$ cat src/rtl/score_bcd_converter_pkg.sv
`default_nettype none
// ============================================================================
// Module      : bcd_pkg
// Description : Shared types, constants and helpers for the score BCD
//               converter (digit type, FSM state encoding, decimal limit).
// Revision    : 1.0 - initial release
// ============================================================================
package bcd_pkg;

  typedef logic [3:0] bcd_digit_t;

  typedef enum logic [1:0] {
    IDLE  = 2'd0,
    SHIFT = 2'd1,
    DONE  = 2'd2
  } bcd_state_t;

  localparam bcd_digit_t C_BCD_NINE     = 4'd9;
  localparam bcd_digit_t C_ADD3_THRESH  = 4'd5;
  localparam bcd_digit_t C_ADD3_OFFSET  = 4'd3;

  // Largest value representable with the given number of decimal digits.
  function automatic int max_decimal(input int digits);
    int r;
    r = 1;
    for (int i = 0; i < digits; i++) begin
      r = r * 10;
    end
    return r - 1;
  endfunction

endpackage
`default_nettype wire

$ cat src/rtl/score_bcd_converter_if.sv
`default_nettype none
// ============================================================================
// Module      : score_bcd_converter_if
// Description : Request / result bundle between the score registers and the
//               BCD converter. master = requester, slave = converter.
// Revision    : 1.0 - initial release
// ============================================================================
interface score_bcd_converter_if
  import bcd_pkg::*;
#(
  parameter int IN_W = 10
) ();

  logic            start;
  logic [IN_W-1:0] value;
  logic            frame_sync;
  logic            busy;
  logic            done;
  logic            overflow;
  bcd_digit_t      hundreds;
  bcd_digit_t      tens;
  bcd_digit_t      ones;

  modport master (
    output start, value, frame_sync,
    input  busy, done, overflow, hundreds, tens, ones
  );

  modport slave (
    input  start, value, frame_sync,
    output busy, done, overflow, hundreds, tens, ones
  );

endinterface
`default_nettype wire

$ cat src/rtl/score_bcd_converter_add3.sv
`default_nettype none
// ============================================================================
// Module      : bcd_add3
// Description : Double-dabble digit correction: adds 3 to a BCD digit that
//               is 5 or more so the following left shift carries correctly.
// Revision    : 1.0 - initial release
// ============================================================================
module bcd_add3
  import bcd_pkg::*;
(
  input  bcd_digit_t i_digit,
  output bcd_digit_t o_digit
);

  // Inputs are always <= 9 here, so the sum never exceeds 12 and fits 4 bits.
  assign o_digit = (i_digit >= C_ADD3_THRESH) ? (i_digit + C_ADD3_OFFSET) : i_digit;

endmodule
`default_nettype wire

$ cat src/rtl/score_bcd_converter.sv
`default_nettype none
// ============================================================================
// Module      : score_bcd_converter
// Description : Multi-cycle shift-and-add-3 binary to BCD converter with a
//               staged result that is committed to the digit outputs either
//               on frame_sync (tear-free display) or directly after DONE.
// Revision    : 1.0 - initial release
// ============================================================================
module score_bcd_converter
  import bcd_pkg::*;
#(
  parameter int IN_W            = 10,
  parameter int DIGITS          = 3,   // must be >= 3 to feed the three digit ports
  parameter bit COMMIT_ON_FRAME = 1'b1
) (
  input  logic                  clk,
  input  logic                  rst_n,
  score_bcd_converter_if.slave  bus
);

  localparam int                SCR_W      = 4 * DIGITS;
  localparam int                CNT_W      = (IN_W > 1) ? $clog2(IN_W) : 1;
  localparam logic [31:0]       C_MAX      = 32'(max_decimal(DIGITS));
  localparam logic [SCR_W-1:0]  C_ALL_NINE = {DIGITS{C_BCD_NINE}};
  localparam logic [CNT_W-1:0]  C_CNT_LAST = CNT_W'(IN_W - 1);

  bcd_state_t        r_state;
  bcd_state_t        w_next_state;

  logic [IN_W-1:0]   r_bin;       // binary shift register
  logic [SCR_W-1:0]  r_bcd;       // BCD scratch
  logic [CNT_W-1:0]  r_cnt;       // remaining shift steps
  logic              r_sat;       // captured value exceeds decimal range

  logic [SCR_W-1:0]  r_stg;       // staged result awaiting commit
  logic              r_stg_ovf;
  logic              r_pending;
  logic [SCR_W-1:0]  r_out;       // committed, display-visible digits
  logic              r_out_ovf;

  logic [SCR_W-1:0]  w_adj;
  logic [SCR_W-1:0]  w_result;
  logic              w_busy;
  logic              w_done;

  // Per-digit +3 correction applied before each shift; slices never carry.
  genvar gi;
  generate
    for (gi = 0; gi < DIGITS; gi++) begin : g_digit
      bcd_add3 u_add3 (
        .i_digit (r_bcd[4*gi +: 4]),
        .o_digit (w_adj[4*gi +: 4])
      );
    end
  endgenerate

  // Saturation was decided at capture; the scratch is ignored in that case.
  assign w_result = r_sat ? C_ALL_NINE : r_bcd;

  // State register.
  always_ff @(posedge clk or negedge rst_n) begin
    if (!rst_n) begin
      r_state <= IDLE;
    end else begin
      r_state <= w_next_state;
    end
  end

  // Next-state logic: one SHIFT cycle per input bit, then a single DONE cycle.
  always_comb begin
    w_next_state = r_state;
    case (r_state)
      IDLE:    if (bus.start) w_next_state = SHIFT;
      SHIFT:   if (r_cnt == '0) w_next_state = DONE;
      DONE:    w_next_state = IDLE;
      default: w_next_state = IDLE;
    endcase
  end

  // FSM outputs decoded from the current state.
  always_comb begin
    w_busy = 1'b0;
    w_done = 1'b0;
    case (r_state)
      SHIFT:   w_busy = 1'b1;
      DONE:    w_done = 1'b1;
      default: ;
    endcase
  end

  // Conversion datapath: capture, shift-and-add-3, and staging of the result.
  always_ff @(posedge clk or negedge rst_n) begin
    if (!rst_n) begin
      r_bin     <= '0;
      r_bcd     <= '0;
      r_cnt     <= '0;
      r_sat     <= 1'b0;
      r_stg     <= '0;
      r_stg_ovf <= 1'b0;
    end else begin
      case (r_state)
        IDLE: begin
          if (bus.start) begin
            r_bin <= bus.value;
            r_bcd <= '0;
            r_cnt <= C_CNT_LAST;
            r_sat <= (32'(bus.value) > C_MAX);
          end
        end
        SHIFT: begin
          {r_bcd, r_bin} <= {w_adj, r_bin} << 1;
          r_cnt          <= r_cnt - CNT_W'(1);
        end
        DONE: begin
          r_stg     <= w_result;
          r_stg_ovf <= r_sat;
        end
        default: ;
      endcase
    end
  end

  // Commit to the visible digits; a DONE coinciding with frame_sync commits
  // the fresh result directly rather than the older staged one.
  always_ff @(posedge clk or negedge rst_n) begin
    if (!rst_n) begin
      r_out     <= '0;
      r_out_ovf <= 1'b0;
      r_pending <= 1'b0;
    end else if (COMMIT_ON_FRAME) begin
      if (bus.frame_sync) begin
        if (w_done) begin
          r_out     <= w_result;
          r_out_ovf <= r_sat;
        end else if (r_pending) begin
          r_out     <= r_stg;
          r_out_ovf <= r_stg_ovf;
        end
        r_pending <= 1'b0;
      end else if (w_done) begin
        r_pending <= 1'b1;
      end
    end else begin
      if (w_done) begin
        r_out     <= w_result;
        r_out_ovf <= r_sat;
      end
      r_pending <= 1'b0;
    end
  end

  assign bus.busy     = w_busy;
  assign bus.done     = w_done;
  assign bus.overflow = r_out_ovf;
  assign bus.hundreds = r_out[11:8];
  assign bus.tens     = r_out[7:4];
  assign bus.ones     = r_out[3:0];

endmodule
`default_nettype wire
$ cat src/flat_wrapper.sv
// flat-port wrapper written by rule: the top's interface ports become plain ports
module score_bcd_converter_flat import bcd_pkg::*;
#(
  parameter int IN_W            = 10,
  parameter int DIGITS          = 3,                                                
  parameter bit COMMIT_ON_FRAME = 1'b1
)
  (clk, rst_n, bus_start, bus_value, bus_frame_sync, bus_busy, bus_done, bus_overflow, bus_hundreds, bus_tens, bus_ones);
  score_bcd_converter_if #(.IN_W(IN_W)) bus_i ();
  input  logic clk;
  input  logic rst_n;
  input wire logic [$bits(bus_i.start)-1:0] bus_start;
  input wire logic [$bits(bus_i.value)-1:0] bus_value;
  input wire logic [$bits(bus_i.frame_sync)-1:0] bus_frame_sync;
  output wire logic [$bits(bus_i.busy)-1:0] bus_busy;
  output wire logic [$bits(bus_i.done)-1:0] bus_done;
  output wire logic [$bits(bus_i.overflow)-1:0] bus_overflow;
  output wire logic [$bits(bus_i.hundreds)-1:0] bus_hundreds;
  output wire logic [$bits(bus_i.tens)-1:0] bus_tens;
  output wire logic [$bits(bus_i.ones)-1:0] bus_ones;
  assign bus_i.start = bus_start;
  assign bus_i.value = bus_value;
  assign bus_i.frame_sync = bus_frame_sync;
  assign bus_busy = bus_i.busy;
  assign bus_done = bus_i.done;
  assign bus_overflow = bus_i.overflow;
  assign bus_hundreds = bus_i.hundreds;
  assign bus_tens = bus_i.tens;
  assign bus_ones = bus_i.ones;
  score_bcd_converter #(.IN_W(IN_W), .DIGITS(DIGITS), .COMMIT_ON_FRAME(COMMIT_ON_FRAME)) u_core (.clk(clk), .rst_n(rst_n), .bus(bus_i));
endmodule
$ cat config.mk
export PLATFORM = sky130hd
export DESIGN_NAME = score_bcd_converter_flat
export DESIGN_NICKNAME = d
export VERILOG_FILES = /design/src/rtl/score_bcd_converter_pkg.sv /design/src/rtl/score_bcd_converter_if.sv /design/src/rtl/score_bcd_converter_add3.sv /design/src/rtl/score_bcd_converter.sv /design/src/flat_wrapper.sv
export SDC_FILE = /design/constraint.sdc
export NUM_CORES = 1
export LEC_CHECK = 0
export ABC_AREA = 1
export BUFFER_PORTS_ARGS = -buffer_cell sky130_fd_sc_hd__buf_2
export CAP_MARGIN = 10
export CORE_MARGIN = 5
export CORE_UTILIZATION = 50
export CTS_BUF_LIST = sky130_fd_sc_hd__clkbuf_2 sky130_fd_sc_hd__clkbuf_4 sky130_fd_sc_hd__clkbuf_8
export CTS_CLUSTER_SIZE = 14
export DETAILED_ROUTE_END_ITERATION = 10
export PLACE_DENSITY = 0.7
export SETUP_SLACK_MARGIN = 0.4
export SYNTH_ARGS = -nofsm -noshare
export SYNTH_HDL_FRONTEND = slang
export SYNTH_SLANG_ARGS = --single-unit
$ cat constraint.sdc
create_clock -name clk -period 3.5 [get_ports clk]
set_input_delay 0.175 -clock clk [delete_from_list [all_inputs] [get_ports clk]]
set_output_delay 0.175 -clock clk [all_outputs]
set_load 0.1 [all_outputs]
==> results of run 1 <==
## routing by layer
metal / vias up / global-route usage [%] / routed length, microns / part of all wire (%)
met3: 7 / 3.15 / 188 / 3.9
met5: - / 0 / 0 / 0
met4: 0 / 5.98 / 74 / 1.6
met1: 908 / 21.7 / 2310 / 48
met2: 29 / 26.8 / 2190 / 46
li1: 1029 / - / - / -
## worst reg2reg max path, cell delays in order (launching register included)
cell and delay, ns:
dfrtp_1 0.43, inv_2 0.13, nand2_4 0.18, a21boi_2 0.49, nand2_1 0.12, nand2_1 0.07
## final timing paths
path	startpoint	end	slack (ns)	depth (start not counted)
max	u_core.r_state[0]	bus_busy	1.55	3
min	bus_frame_sync	u_core.r_pending	0.06	2
max reg2reg	u_core.r_state[0]	u_core.r_out[10]	2.02	5
min reg2reg	u_core.r_out[3]	u_core.r_out[3]	0.47	2
max in group asynchronous	rst_n	u_core.r_stg[10]	2.33	3
min in group asynchronous	rst_n	u_core.bus.overflow	0.36	2
## through the flow
stage	worst slack (ns)	std cells	utilization, %
after floorplan	1.58	308	-
after global placement	1.90	397	54.2
after detailed placement	1.87	397	54.2
after CTS	1.53	405	56.0
after global routing	1.43	405	56.0
final	1.55	405	56.0
## Yosys cell counts, types with 2 or more instances
master      n
a21oi_1     4
buf_2       3
buf_4       2
buf_6       3
dfrtp_1    56
ha_1        7
inv_1      21
inv_2       2
nand2_1   133
nand2_2     2
nand3_1    20
nand4_1     7
nor2_1     11
nor2_2      4
o21ai_0     8
o21ai_1     3
o21ai_2     5
o21bai_1    2
o22ai_1     5
## power breakdown
| group | switching (mW) | internal, mW |
|---|---|---|
| Combinational | 0.893 | 0.338 |
| Clock | 0.197 | 0.136 |
| Sequential | 0.160 | 0.887 |
## cell type report
class,count,share of cell area [%]
clock buffers,5,2.41
clock inverters,2,0.437
inverters,24,3.24
multi-input cells,218,36.4
flip-flops and latches,56,49.0
well taps,70,3.06
repair buffers,30,5.51
## kinds of logic (layout without fill, tap and decap cells)
group	Yosys count	in the layout	share of synthesized area, %
AND/OR/NAND/NOR	180	180	28.6
flip-flops	56	56	53.6
buffers and inverters	34	61	6.70
AO/OA/AOI/OAI	31	31	7.75
adder cells (fa/ha/maj)	7	7	3.35
## state kept, by name (all words and copies together), names as in the netlist
name	cells
u_core.r_bin	10
u_core.bus.overflow	1
u_core.r_stg	12
u_core.r_cnt	4
u_core.r_sat	1
u_core.r_bcd	12
u_core.r_pending	1
u_core.r_stg_ovf	1
u_core.r_state	2
u_core.r_out	12
==> impl_metrics.ini, run 1 <==
[timing]
tns_ns = 0
relSlewSlack_pct = 55.9
drv_slew = 0
post-route-period-util_pct = 55.9
fmax_ghz = 0.512
min_period_ns = 1.95
setup_viol = 0
grt_setup_unrepaired = false
worstMarginPinSlew_ns = 0.659
hold_viol = 0
whs_ns = 0.0566
fin_worst_skew_ns = 0.00690

[floorplan]
start_util_pct = 51.2
fp.dieW_microns = 82.3
dieHeight_microns = 82.3
die_area_sq_um = 6780
rows = 26
coreArea_sq_um = 5110
io_pins = 29

[cells_and_area]
design_area_sq_um = 2860
finalNetCount = 356
final_cell_mix = nand2_1 (133), dfrtp_1 (56), buf_2 (28), inv_1 (21), nand3_1 (20)
drive_above_1_share_pct = 16.1
n_antenna_cell = 0
regArea_sq_um = 1400
final_common_cell = nand2_1
area_growth_syn_to_layout_pct = 9.33
multi_input_area_sq_um = 1040
nFillCells = 509

[clock_network]
clock-sinks = 56
clk_pin_slew_ns = 0.09
clockBufferDepth = 2
cts_tree = yes
cts_htree_levels = 2
clk_latency_ns = 0.31
cts_resized = 0
post-cts-setup-buffer-count = 0
root_buffer = clkbuf_8
cts_made_buffers = 5
cts_hold_buffers = 1

[route]
vias_per_cell = 4.87
wl_mm = 4.76
drt_iter0_markers = 107
route.vias.total = 1973
wire_per_inst_microns = 11.8
first_pass_iters = 4
drc = 0
postRouteAntennaNets = 0

[power_and_ir_drop]
leakage_nw = 1.55
peakVddDrop_mv = 0.464
p_per_area_nw_per_um2 = 913
finalPower_mw = 2.61

[global_route]
grt_max_degree = 36
grt_pass1_vias = 1917
grt.overflow.total = 0
antenna_found_initial = 0
grt_pass1_wl_mm = 8.56
grt_use_total_pct = 16.4

[synth]
synth_edf_count = 0
yosysUniqueCellTypes = 29
syn-cell-area_sq_um = 2620
synthesis.nets = 329
syn_inst = 308
avgSynthCellArea_sq_um = 8.49
ys_ff_latch = 56
yosys_warnings = 0
synth_top_area_share_pct = 53.6
async_flop_share_pct = 100
synthTopCellsByArea = dfrtp_1 (54%), nand2_1 (19%), nand3_1 (3.8%)
yosysSeqAreaShare_pct = 53.6
yosys.area.top_type = dfrtp_1
synth_ff_type = dfrtp_1

[status]
status = complete, no violations

[worst_setup_path]
cp_top_family = buffers and inverters
cp_max_fo = 24
worst-setup-path-type = flip-flop to output pin
crit_path_cell_trace = inv_2 -> nor2_4 -> buf_2
crit_path_end_kind = output pin
path_buf_inv = 2
cp-start-kind = flip-flop
worstPathRequired_ns = 3.32
critPathSlowestCell = buf_2
cp_slowest_stage_delay_ns = 0.53
cp.arrival_ns = 1.78

[worst_hold_path]
hp-class = input port to flip-flop

[place]
place_congestion = 0.797
port_buffers = 28
dpl_cell_area_sq_um = 2770
dpl.hpwl_mm = 3.37

[run]
maxCapViolCount = 0
Power figures use the tool's default switching activity.
==> run 2: changes to the inputs <==
--- a/config.mk
+++ b/config.mk
@@ -5,7 +5,7 @@
 export SDC_FILE = /design/constraint.sdc
 export NUM_CORES = 1
 export LEC_CHECK = 0
-export ABC_AREA = 1
+export ABC_AREA = 0
 export BUFFER_PORTS_ARGS = -buffer_cell sky130_fd_sc_hd__buf_2
 export CAP_MARGIN = 10
 export CORE_MARGIN = 5
==> constraint.sdc (replaced) <==
create_clock -name clk -period 1.84 [get_ports clk]
set_input_delay 0.092 -clock clk [delete_from_list [all_inputs] [get_ports clk]]
set_output_delay 0.092 -clock clk [all_outputs]
set_load 0.1 [all_outputs]
==> run 2 against run 1 <==
Die area increased by 3.8%; synthesized area up 4.4%; combinational power increased to 2.5 times the previous value; final cell count decreased by 7.4%; via count is 1.2% higher; cell area increased by 16%; total power is 130% higher; register-to-register slack got worse by 1.6 ns; largest power group unchanged.
==> impl_metrics.ini, run 2 <==
[synth]
synth_top_area_share_pct = 51.3
synth_edf_count = 0
syn_inst = 252
syn-cell-area_sq_um = 2730
yosys-top-cells-count = dfrtp_1 (56), inv_1 (39), o21ai_0 (14)
yosysSeqAreaShare_pct = 51.3
yosys_warnings = 0
synthTopCellsByArea = dfrtp_1 (51%), inv_1 (5.4%), mux2i_1 (4.8%)
synthesis.nets = 273
avgSynthCellArea_sq_um = 10.8
synth_most_common_cell = dfrtp_1
ys_ff_latch = 56
yosys.area.top_type = dfrtp_1
yosysUniqueCellTypes = 38
synth_ff_type = dfrtp_1
async_flop_share_pct = 100

[worst_setup_path]
rr_startpoint = u_core.r_bcd[1]
cp.arrival_ns = 1.37
worstPathRequired_ns = 1.75
ff2ff_path_depth = 5
cp_top_family = flip-flops
crit_path_end_kind = output pin
path_buf_inv = 2
cp_max_fo = 12
crit_path_cell_trace = nand2b_4 -> bufinv_8 -> buf_12
worst-setup-path-type = flip-flop to output pin
r2r-end = u_core.r_bcd[2]
cp-start-kind = flip-flop
cp_slowest_stage_delay_ns = 0.46
reg2reg_slack_ns = 0.44
critPathSlowestCell = dfrtp_2

[cells_and_area]
finalNetCount = 323
drive_above_1_share_pct = 29.0
reg_top3 = u_core.r_bcd x12, u_core.r_out x12, u_core.r_stg x12
nFillCells = 466
final_cell_mix = dfrtp_1 (55), inv_1 (39), buf_2 (26), buf_4 (20), o21ai_0 (14)
final_common_cell = dfrtp_1
n_antenna_cell = 0
area_growth_syn_to_layout_pct = 21.5
stdcell_count = 375

[timing]
post-route-period-util_pct = 79.6
grt_setup_unrepaired = true
fin_worst_skew_ns = 0.00652
relSlewSlack_pct = 63.6
setup_viol = 0
min_period_ns = 1.47
fmax_ghz = 0.682
hold_viol = 0
tns_ns = 0
drv_slew = 0
worstMarginPinSlew_ns = 0.546

[global_route]
grt_max_degree = 35
grt_pass1_wl_mm = 9.33
grt_use_total_pct = 16.3
grt.overflow.total = 0
grt_pass1_vias = 2033
antenna_found_initial = 0

[floorplan]
io_pins = 29
start_util_pct = 50.5
fp.dieW_microns = 83.9
rows = 27
die_area_sq_um = 7040
coreArea_sq_um = 5410
dieHeight_microns = 83.9

[route]
met3_length_microns = 220
wl_mm = 5.61
first_pass_iters = 4
drt_iter0_markers = 121
route.vias.total = 1997
wirelength_met1_mm = 2.51
drc = 0
postRouteAntennaNets = 0
wl_met2_mm = 2.77
dr.max_layer_used = met4
wire_per_inst_microns = 15.0
vias_per_cell = 5.33

[power_and_ir_drop]
peakVddDrop_mv = 0.752
leakage_nw = 1.57
p_per_area_nw_per_um2 = 1780
finalPower_mw = 5.91

[worst_hold_path]
hold_depth = 3
min_from = bus_value[8]
hold_path_end = u_core.r_bin[8]
hp-class = input port to flip-flop

[place]
place_congestion = 0.756
place_inst = 348
dpl.hpwl_mm = 3.50
port_buffers = 28

[clock_network]
clock-sinks = 56
root_buffer = clkbuf_8
clk_latency_ns = 0.31
clockBufferDepth = 2
cts_made_buffers = 5
cts_tree = yes
clk_pin_slew_ns = 0.10
cts_htree_levels = 2

[run]
maxCapViolCount = 0

[status]
status = complete, no violations
==> run 2: cell types whose count changed after synthesis, moves of 9 or more <==
| cell | previous run | this run |
|---|---|---|
| nand2_1 | 133 | 7 |
| nand3_1 | 20 | 0 |
| inv_1 | 21 | 39 |
| mux2i_1 | 0 | 13 |
| nor2b_1 | 0 | 13 |
| mux2_2 | 0 | 10 |
| nand2b_1 | 0 | 9 |
==> run 2: kinds of logic (layout without fill, tap and decap cells) <==
logic type | count (synthesis) | in the layout | synth area share [%]
AO/OA/AOI/OAI | 62 | 63 | 16.3
buffers and inverters | 52 | 102 | 8.02
adder cells (fa/ha/maj) | 7 | 7 | 3.21
XOR/XNOR | 3 | 3 | 0.963
flip-flops | 56 | 56 | 51.3
AND/OR/NAND/NOR | 45 | 45 | 9.07
multiplexers | 27 | 27 | 11.1
==> run 2: worst register-to-register path, delay by kind of cell (launching register included) <==
kind / cells / cell delay (ns)
compound gates: 2 / 0.50
fa+ha+maj: 1 / 0.20
buf+inv: 1 / 0.08
flops: 1 / 0.36
simple gates: 1 / 0.17
==> run 2: through the flow <==
stage / utilization, % / hold slack, ns / setup WS, ns / area (sq um)
after CTS: 59.3 / 0.000474 / 0.354 / 3200
after floorplan: - / -0.204 / 0.408 / 2740
after global placement: 55.1 / 0.106 / 0.392 / 2980
after global routing: 61.4 / 0.0848 / 0.320 / 3320
final: 61.4 / 0.0779 / 0.375 / 3320
after detailed placement: 55.1 / 0.111 / 0.379 / 2980
==> run 2: how the worst max path moves through the flow <==
stage	start	to	slack [ns]	cells past startpoint
2_1_floorplan	u_core.r_state[0]	u_core.r_out[6]	0.41	5
3_3_place_gp	u_core.r_state[0]	u_core.r_out[3]	0.39	4
3_5_place_dp	u_core.r_bcd[0]	u_core.r_bcd[2]	0.38	5
4_1_cts	u_core.r_state[1]	bus_busy	0.35	3
5_1_grt	u_core.r_state[1]	bus_busy	0.32	3
6_report	u_core.r_state[1]	bus_busy	0.37	3
==> run 2: where the power goes <==
group | total, mW | internal, mW | leakage, nW | switching, mW
combinational | 3.10 | 1.10 | 0.788 | 2.00
clock | 0.802 | 0.403 | 0.0541 | 0.399
sequential | 2.01 | 1.70 | 0.728 | 0.313
total | 5.91 | 3.21 | 1.57 | 2.71
==> run 2: layout make-up <==
cell class | instances | area, sq um | share of cell area (%)
Timing Repair inverter | 1 | 6.26 | 0.189
Multi-Input combinational cell | 145 | 1170 | 35.2
Clock buffer | 5 | 68.8 | 2.07
Timing Repair Buffer | 52 | 365 | 11.0
Tap cell | 72 | 90.1 | 2.72
Inverter | 41 | 175 | 5.28
Clock inverter | 3 | 42.5 | 1.28
Sequential cell | 56 | 1400 | 42.3
==> run 2: what timing repair did <==
| action | in CTS | in global routing |
|---|---|---|
| resized for setup | 8 | 14 |
| hold buffers | 2 | 1 |
| hold endpoints to repair | 23 | 1 |
| setup buffers | 7 | 7 |
| cloned | 1 | 1 |
| endpoints found under the setup margin | 19 | 25 |
| pin swaps | 0 | 1 |
==> run 2: metal layers <==
metal	global-route usage (%)	vias to the layer above
li1	-	967
met1	21.5	985
met2	26.8	38
met3	3.46	7
met4	5.56	0
met5	0	-
